<file path="config.mk">
export PLATFORM = sky130hd
export DESIGN_NAME = if_id_hazard_stage
export DESIGN_NICKNAME = d
export VERILOG_FILES = /design/src/rtl/if_id_hazard_stage.sv
export SDC_FILE = /design/constraint.sdc
export NUM_CORES = 1
export LEC_CHECK = 0
export CAP_MARGIN = 10
export CORE_MARGIN = 5
export CORE_UTILIZATION = 30
export DETAILED_ROUTE_END_ITERATION = 7
export GPL_TIMING_DRIVEN = 0
export PLACE_DENSITY_LB_ADDON = 0.2
export SYNTH_ARGS = -nofsm -noshare
export SYNTH_HDL_FRONTEND = slang
export SYNTH_SLANG_ARGS = --single-unit
</file>
<file path="constraint.sdc">
create_clock -name clk -period 2.25 [get_ports clk]
set_input_delay 0.5625 -clock clk [delete_from_list [all_inputs] [get_ports clk]]
set_output_delay 0.5625 -clock clk [all_outputs]
set_load 0.03 [all_outputs]
</file>
<file path="src/rtl/if_id_hazard_stage.sv">
// IF/ID pipeline register with load-use hazard detection and branch-flush
// control. Each cycle the stage either captures the fetched instruction
// (RUN), holds its contents while a bubble goes into ID/EX (STALL), or
// squashes the fetched instruction on a taken branch (FLUSH). It also keeps
// saturating counters of stall and flush events.
//
// Handshake: this stage has no valid/ready pair. ValidOut marks a real,
// non-squashed instruction in InstructionOut. PCWriteOut is the
// back-pressure signal to fetch: when it is low, the fetched instruction is
// not consumed and must be presented again on the next cycle.
module if_id_hazard_stage #(
   parameter logic [31:0] NOP_WORD = 32'h0000_0000,
   parameter int          CNT_W    = 16
) (
   input  logic             clk,
   input  logic             rst_n,
   input  logic [31:0]      InstructionIn,
   input  logic [31:0]      PCAddResultIn,
   input  logic             IDEXMemReadIn,
   input  logic [4:0]       IDEXRtRegIn,
   input  logic             BranchTakenIn,
   output logic [31:0]      InstructionOut,
   output logic [31:0]      PCAddResultOut,
   output logic             ValidOut,
   output logic             PCWriteOut,
   output logic             IDEXFlushOut,
   output logic             StallOut,
   output logic [CNT_W-1:0] StallCountOut,
   output logic [CNT_W-1:0] FlushCountOut
);

   // Per-cycle operating mode. It is combinational, so there is no state
   // register; the mode is derived fresh each cycle.
   typedef enum logic [1:0] {
      MODE_RUN   = 2'd0,
      MODE_STALL = 2'd1,
      MODE_FLUSH = 2'd2
   } mode_e;

   logic [31:0]      instr_q, instr_d;
   logic [31:0]      pc_q, pc_d;
   logic             valid_q, valid_d;
   logic [CNT_W-1:0] stall_cnt_q, stall_cnt_d;
   logic [CNT_W-1:0] flush_cnt_q, flush_cnt_d;

   logic             hazard;
   mode_e            mode;

   // Load-use hazard: the load in ID/EX writes a register that the
   // instruction in decode reads. The rt field is always compared, even for
   // formats that do not read rt. This is conservative and only costs a
   // bubble.
   always_comb begin
      hazard = 1'b0;
      if (IDEXMemReadIn && valid_q && (IDEXRtRegIn != 5'd0) &&
          ((IDEXRtRegIn == instr_q[25:21]) || (IDEXRtRegIn == instr_q[20:16])))
         hazard = 1'b1;
   end

   // Mode selection. A taken branch takes priority over a hazard, because
   // the instruction that would have stalled is squashed anyway.
   always_comb begin
      mode = MODE_RUN;
      if (BranchTakenIn)
         mode = MODE_FLUSH;
      else if (hazard)
         mode = MODE_STALL;
   end

   // Control outputs and next-state values for the register and counters.
   always_comb begin
      PCWriteOut   = 1'b1;
      IDEXFlushOut = 1'b0;
      StallOut     = 1'b0;
      instr_d      = InstructionIn;
      pc_d         = PCAddResultIn;
      valid_d      = 1'b1;
      stall_cnt_d  = stall_cnt_q;
      flush_cnt_d  = flush_cnt_q;
      case (mode)
         MODE_FLUSH: begin
            IDEXFlushOut = 1'b1;
            instr_d      = NOP_WORD;
            pc_d         = 32'd0;
            valid_d      = 1'b0;
            if (flush_cnt_q != {CNT_W{1'b1}})
               flush_cnt_d = flush_cnt_q + CNT_W'(1);
         end
         MODE_STALL: begin
            PCWriteOut   = 1'b0;
            IDEXFlushOut = 1'b1;
            StallOut     = 1'b1;
            instr_d      = instr_q;
            pc_d         = pc_q;
            valid_d      = valid_q;
            if (stall_cnt_q != {CNT_W{1'b1}})
               stall_cnt_d = stall_cnt_q + CNT_W'(1);
         end
         default: begin
            // RUN: take the defaults assigned above.
         end
      endcase
   end

   // IF/ID register and event counters. Reset is asynchronous.
   always_ff @(posedge clk or negedge rst_n) begin
      if (!rst_n) begin
         instr_q     <= NOP_WORD;
         pc_q        <= 32'd0;
         valid_q     <= 1'b0;
         stall_cnt_q <= '0;
         flush_cnt_q <= '0;
      end else begin
         instr_q     <= instr_d;
         pc_q        <= pc_d;
         valid_q     <= valid_d;
         stall_cnt_q <= stall_cnt_d;
         flush_cnt_q <= flush_cnt_d;
      end
   end

   assign InstructionOut = instr_q;
   assign PCAddResultOut = pc_q;
   assign ValidOut       = valid_q;
   assign StallCountOut  = stall_cnt_q;
   assign FlushCountOut  = flush_cnt_q;

endmodule

</file>
==> impl_metrics.env <==
export IMPL_status="complete, but fails checks"
export IMPL_violations="negative setup slack"
export IMPL_core_area_sq_um=13930
export IMPL_ys_ff_latch=97
export IMPL_timing_fmax_mhz=388.0
export IMPL_rsz0062_at_grt="yes"
export IMPL_fin_ws_ps=-327.2
export IMPL_switching_share_pct=30.46
export IMPL_wl_per_cell_microns=16.55
export IMPL_maxCapViolCount=0
export IMPL_viasPerCell=4.537
export IMPL_intPower_w=0.003205
export IMPL_grt_pass1_wl_microns=19140
export IMPL_synth_cell_type_count=34
export IMPL_cts_buffers=9
export IMPL_drt_iter0_drc=101
export IMPL_setup_violations=5
export IMPL_grt_max_degree=53
export IMPL_drt_wl_total_microns=12420
export IMPL_htree_levels=3
export IMPL_clock_skew_ps=5.526
export IMPL_antenna_found_initial=0
export IMPL_syn_nets=446
export IMPL_rows=43
export IMPL_ys_warn_count=0
export IMPL_synth_seq_area_share_pct=56.82
export IMPL_crit_fanout=3
export IMPL_arrival_ps=2010
export IMPL_yosys_top_cells_count="97 x dfrtp_1, 72 x nor2_1, 64 x mux2i_1"
export IMPL_dp_hpwl_microns=8994
export IMPL_clock_latency_ps=350
export IMPL_start_util_pct=30.65
export IMPL_pre_cts_ws_ps=-1432
export IMPL_worstMarginPinSlew_ps=721.5
export IMPL_power_switching_w=0.001404
export IMPL_die_w_microns=129.3
export IMPL_grtUsageTotal_pct=14.82
export IMPL_startpoint_type="input pin"
export IMPL_fin_setup_tns_ps=-1061
export IMPL_drcViolationCount=0
export IMPL_hold_ws_ps=218.6
export IMPL_vias=3403
export IMPL_cp_required_ps=1690
export IMPL_async_flop_share_pct=100.0
export IMPL_grt_pass1_vias=3631
export IMPL_first_pass_iters=4
export IMPL_yosysMostFrequentCell="dfrtp_1"
export IMPL_cts_tree="yes"
export IMPL_synth_main_ff_cell="dfrtp_1"
export IMPL_period_minus_slack_ps=2577
export IMPL_dieArea_sq_um=16730
export IMPL_hp_class="input pin to asynchronous set/reset pin"
export IMPL_numPortBuffers=171
export IMPL_seq_area_sq_um=2429
export IMPL_seqPwrFrac_pct=44.5
export IMPL_cts_root_buf="clkbuf_16"
export IMPL_combPwrFrac_pct=23.4
export IMPL_pin_count=173
export IMPL_clk_path_buf_depth=2
export IMPL_syn_to_final_growth_pct=58.03
export IMPL_synth_top_area_share_pct=56.82
export IMPL_multiInputGateArea_sq_um=1843
export IMPL_fin_crit_sh_pct=114.5
export IMPL_synth_area_leader_cell="dfrtp_1"
export IMPL_syn_area_sq_um=4272
export IMPL_leakagePower_nw=3.299
export IMPL_drtAntennaViolNets=0
export IMPL_ir_worst_vdd_mv=0.5293
export IMPL_hold_viol_final=0
export IMPL_power_w=0.004609
export IMPL_grt_remaining_overflow=0
export IMPL_synthCells=371
export IMPL_crit_start="IDEXRtRegIn[3]"
export IMPL_nFillCells=1298
export IMPL_p_clk_share_pct=32.1
export IMPL_avgSynthCellArea_sq_um=11.51
export IMPL_rr_startpoint="StallCountOut[1]$_DFFE_PN0P_"
export IMPL_drive_above_1_share_pct=11.40
export IMPL_setup_worst_path_class="input pin to output pin"
export IMPL_cp_end_kind="output pin"
export IMPL_cts_sinks=97
export IMPL_synth_edf_count=0
export IMPL_power_density_nw_per_um2=682.8
export IMPL_die_h_microns=129.3
export IMPL_clk_pin_slew_ps=70
export IMPL_slew_headroom_pct=51.58
export IMPL_final_nets=640
export IMPL_ys_top_cells_by_area="dfrtp_1 57%, mux2i_1 15%, nor2_1 6.3%, xnor2_1 4.7%, xor2_1 3.3%"
export IMPL_antenna_cells=0
export IMPL_drv_slew=0
export IMPL_gp_congestion=0.8030
-- power by group through the flow --
stage	sequential (W)	clock, W	combinational, W
finish	0.00205	0.00148	0.00108
global route	0.00208	0.00159	0.00115
CTS	0.00205	0.00153	0.00109
detailed placement	0.00208	0	0.00107
global placement	0.00207	0	0.00105
floorplan	0.00234	0	0.000249
-- cell type report --
class	count	area share, %
clock buffer	12	3.800
inverter	4	0.2780
buffer	17	1.928
tap	180	3.336
clock inverter	4	0.4078
timing repair buffer	183	26.97
sequential	97	35.98
multi-input combinational	253	27.30
-- layout by cell type, fill, tap and decap left out, types with 3 or more instances in the layout --
| cell | n |
|---|---|
| mux2i_1 | 64 |
| nor3_1 | 5 |
| nor2_1 | 71 |
| xor2_1 | 16 |
| buf_4 | 16 |
| a21oi_1 | 3 |
| buf_12 | 3 |
| nand3_1 | 12 |
| clkbuf_1 | 9 |
| dfrtp_1 | 96 |
| buf_6 | 5 |
| clkbuf_16 | 9 |
| nand4_1 | 6 |
| xnor2_1 | 21 |
| nor4_1 | 4 |
| clkinvlp_4 | 4 |
| clkdlybuf4s50_1 | 162 |
| buf_2 | 4 |
| nand2_1 | 19 |
| inv_1 | 3 |
-- path summary, 6_finish.rpt --
| kind | to | slack, ps | cells after the start |
|---|---|---|---|
| max | StallOut | -330 | 8 |
| min | InstructionOut[28]$_DFFE_PN0N_ | 220 | 1 |
| max reg2reg | StallCountOut[1]$_DFFE_PN0P_ | -120 | 6 |
| min reg2reg | StallCountOut[10]$_DFFE_PN0P_ | 490 | 1 |
| max in group asynchronous | FlushCountOut[4]$_DFFE_PN0P_ | 1350 | 2 |
| min in group clk | StallCountOut[10]$_DFFE_PN0P_ | 490 | 1 |
-- through the flow --
| step | std cells | utilization, % | area (sq um) |
|---|---|---|---|
| floorplan | 371 | - | 4292 |
| global placement | 722 | 44.70 | 6228 |
| detailed placement | 723 | 44.88 | 6254 |
| CTS | 746 | 47.98 | 6686 |
| global route | 750 | 48.44 | 6750 |
| finish | 750 | 48.44 | 6750 |
-- critical path, stage by stage --
cell,delay [ps]
buf_8,90
or4_4,540
o2111ai_4,220
buf_6,160
buf_12,100
nand2b_4,120
clkinvlp_4,80
buf_6,130
-- layer usage --
metal,up-vias,routed length (microns),track usage (%)
li1,1640,-,-
met1,1644,5302,18.92
met2,105,6041,23.45
met3,14,877,4.864
met4,0,194,5.683
met5,-,0,0
-- cells by family (layout without fill, tap and decap cells) --
logic type,Yosys count,after routing,synth area share (%)
AOI/OAI and AO/OA,8,8,1.201
buffers and inverters,21,220,2.460
DFF,97,97,56.82
adders and majority gates,2,2,0.5857
muxes,66,66,15.52
xor gates and xnor gates,39,39,7.996
and+or+nand+nor,138,138,15.41
-- repair_timing --
item / 4_1_cts / 5_1_grt
pin swaps: 5 / 6
hold buffers: 0 / 0
setup endpoints to repair: 80 / 17
setup buffers: 7 / 4
gates resized for setup: 59 / 9
-- state kept, by name (all words and copies together) (netlist names) --
name,flops
ValidOut,1
FlushCountOut,16
PCAddResultOut,32
InstructionOut,32
StallCountOut,16
Power figures use the tool's default switching activity.
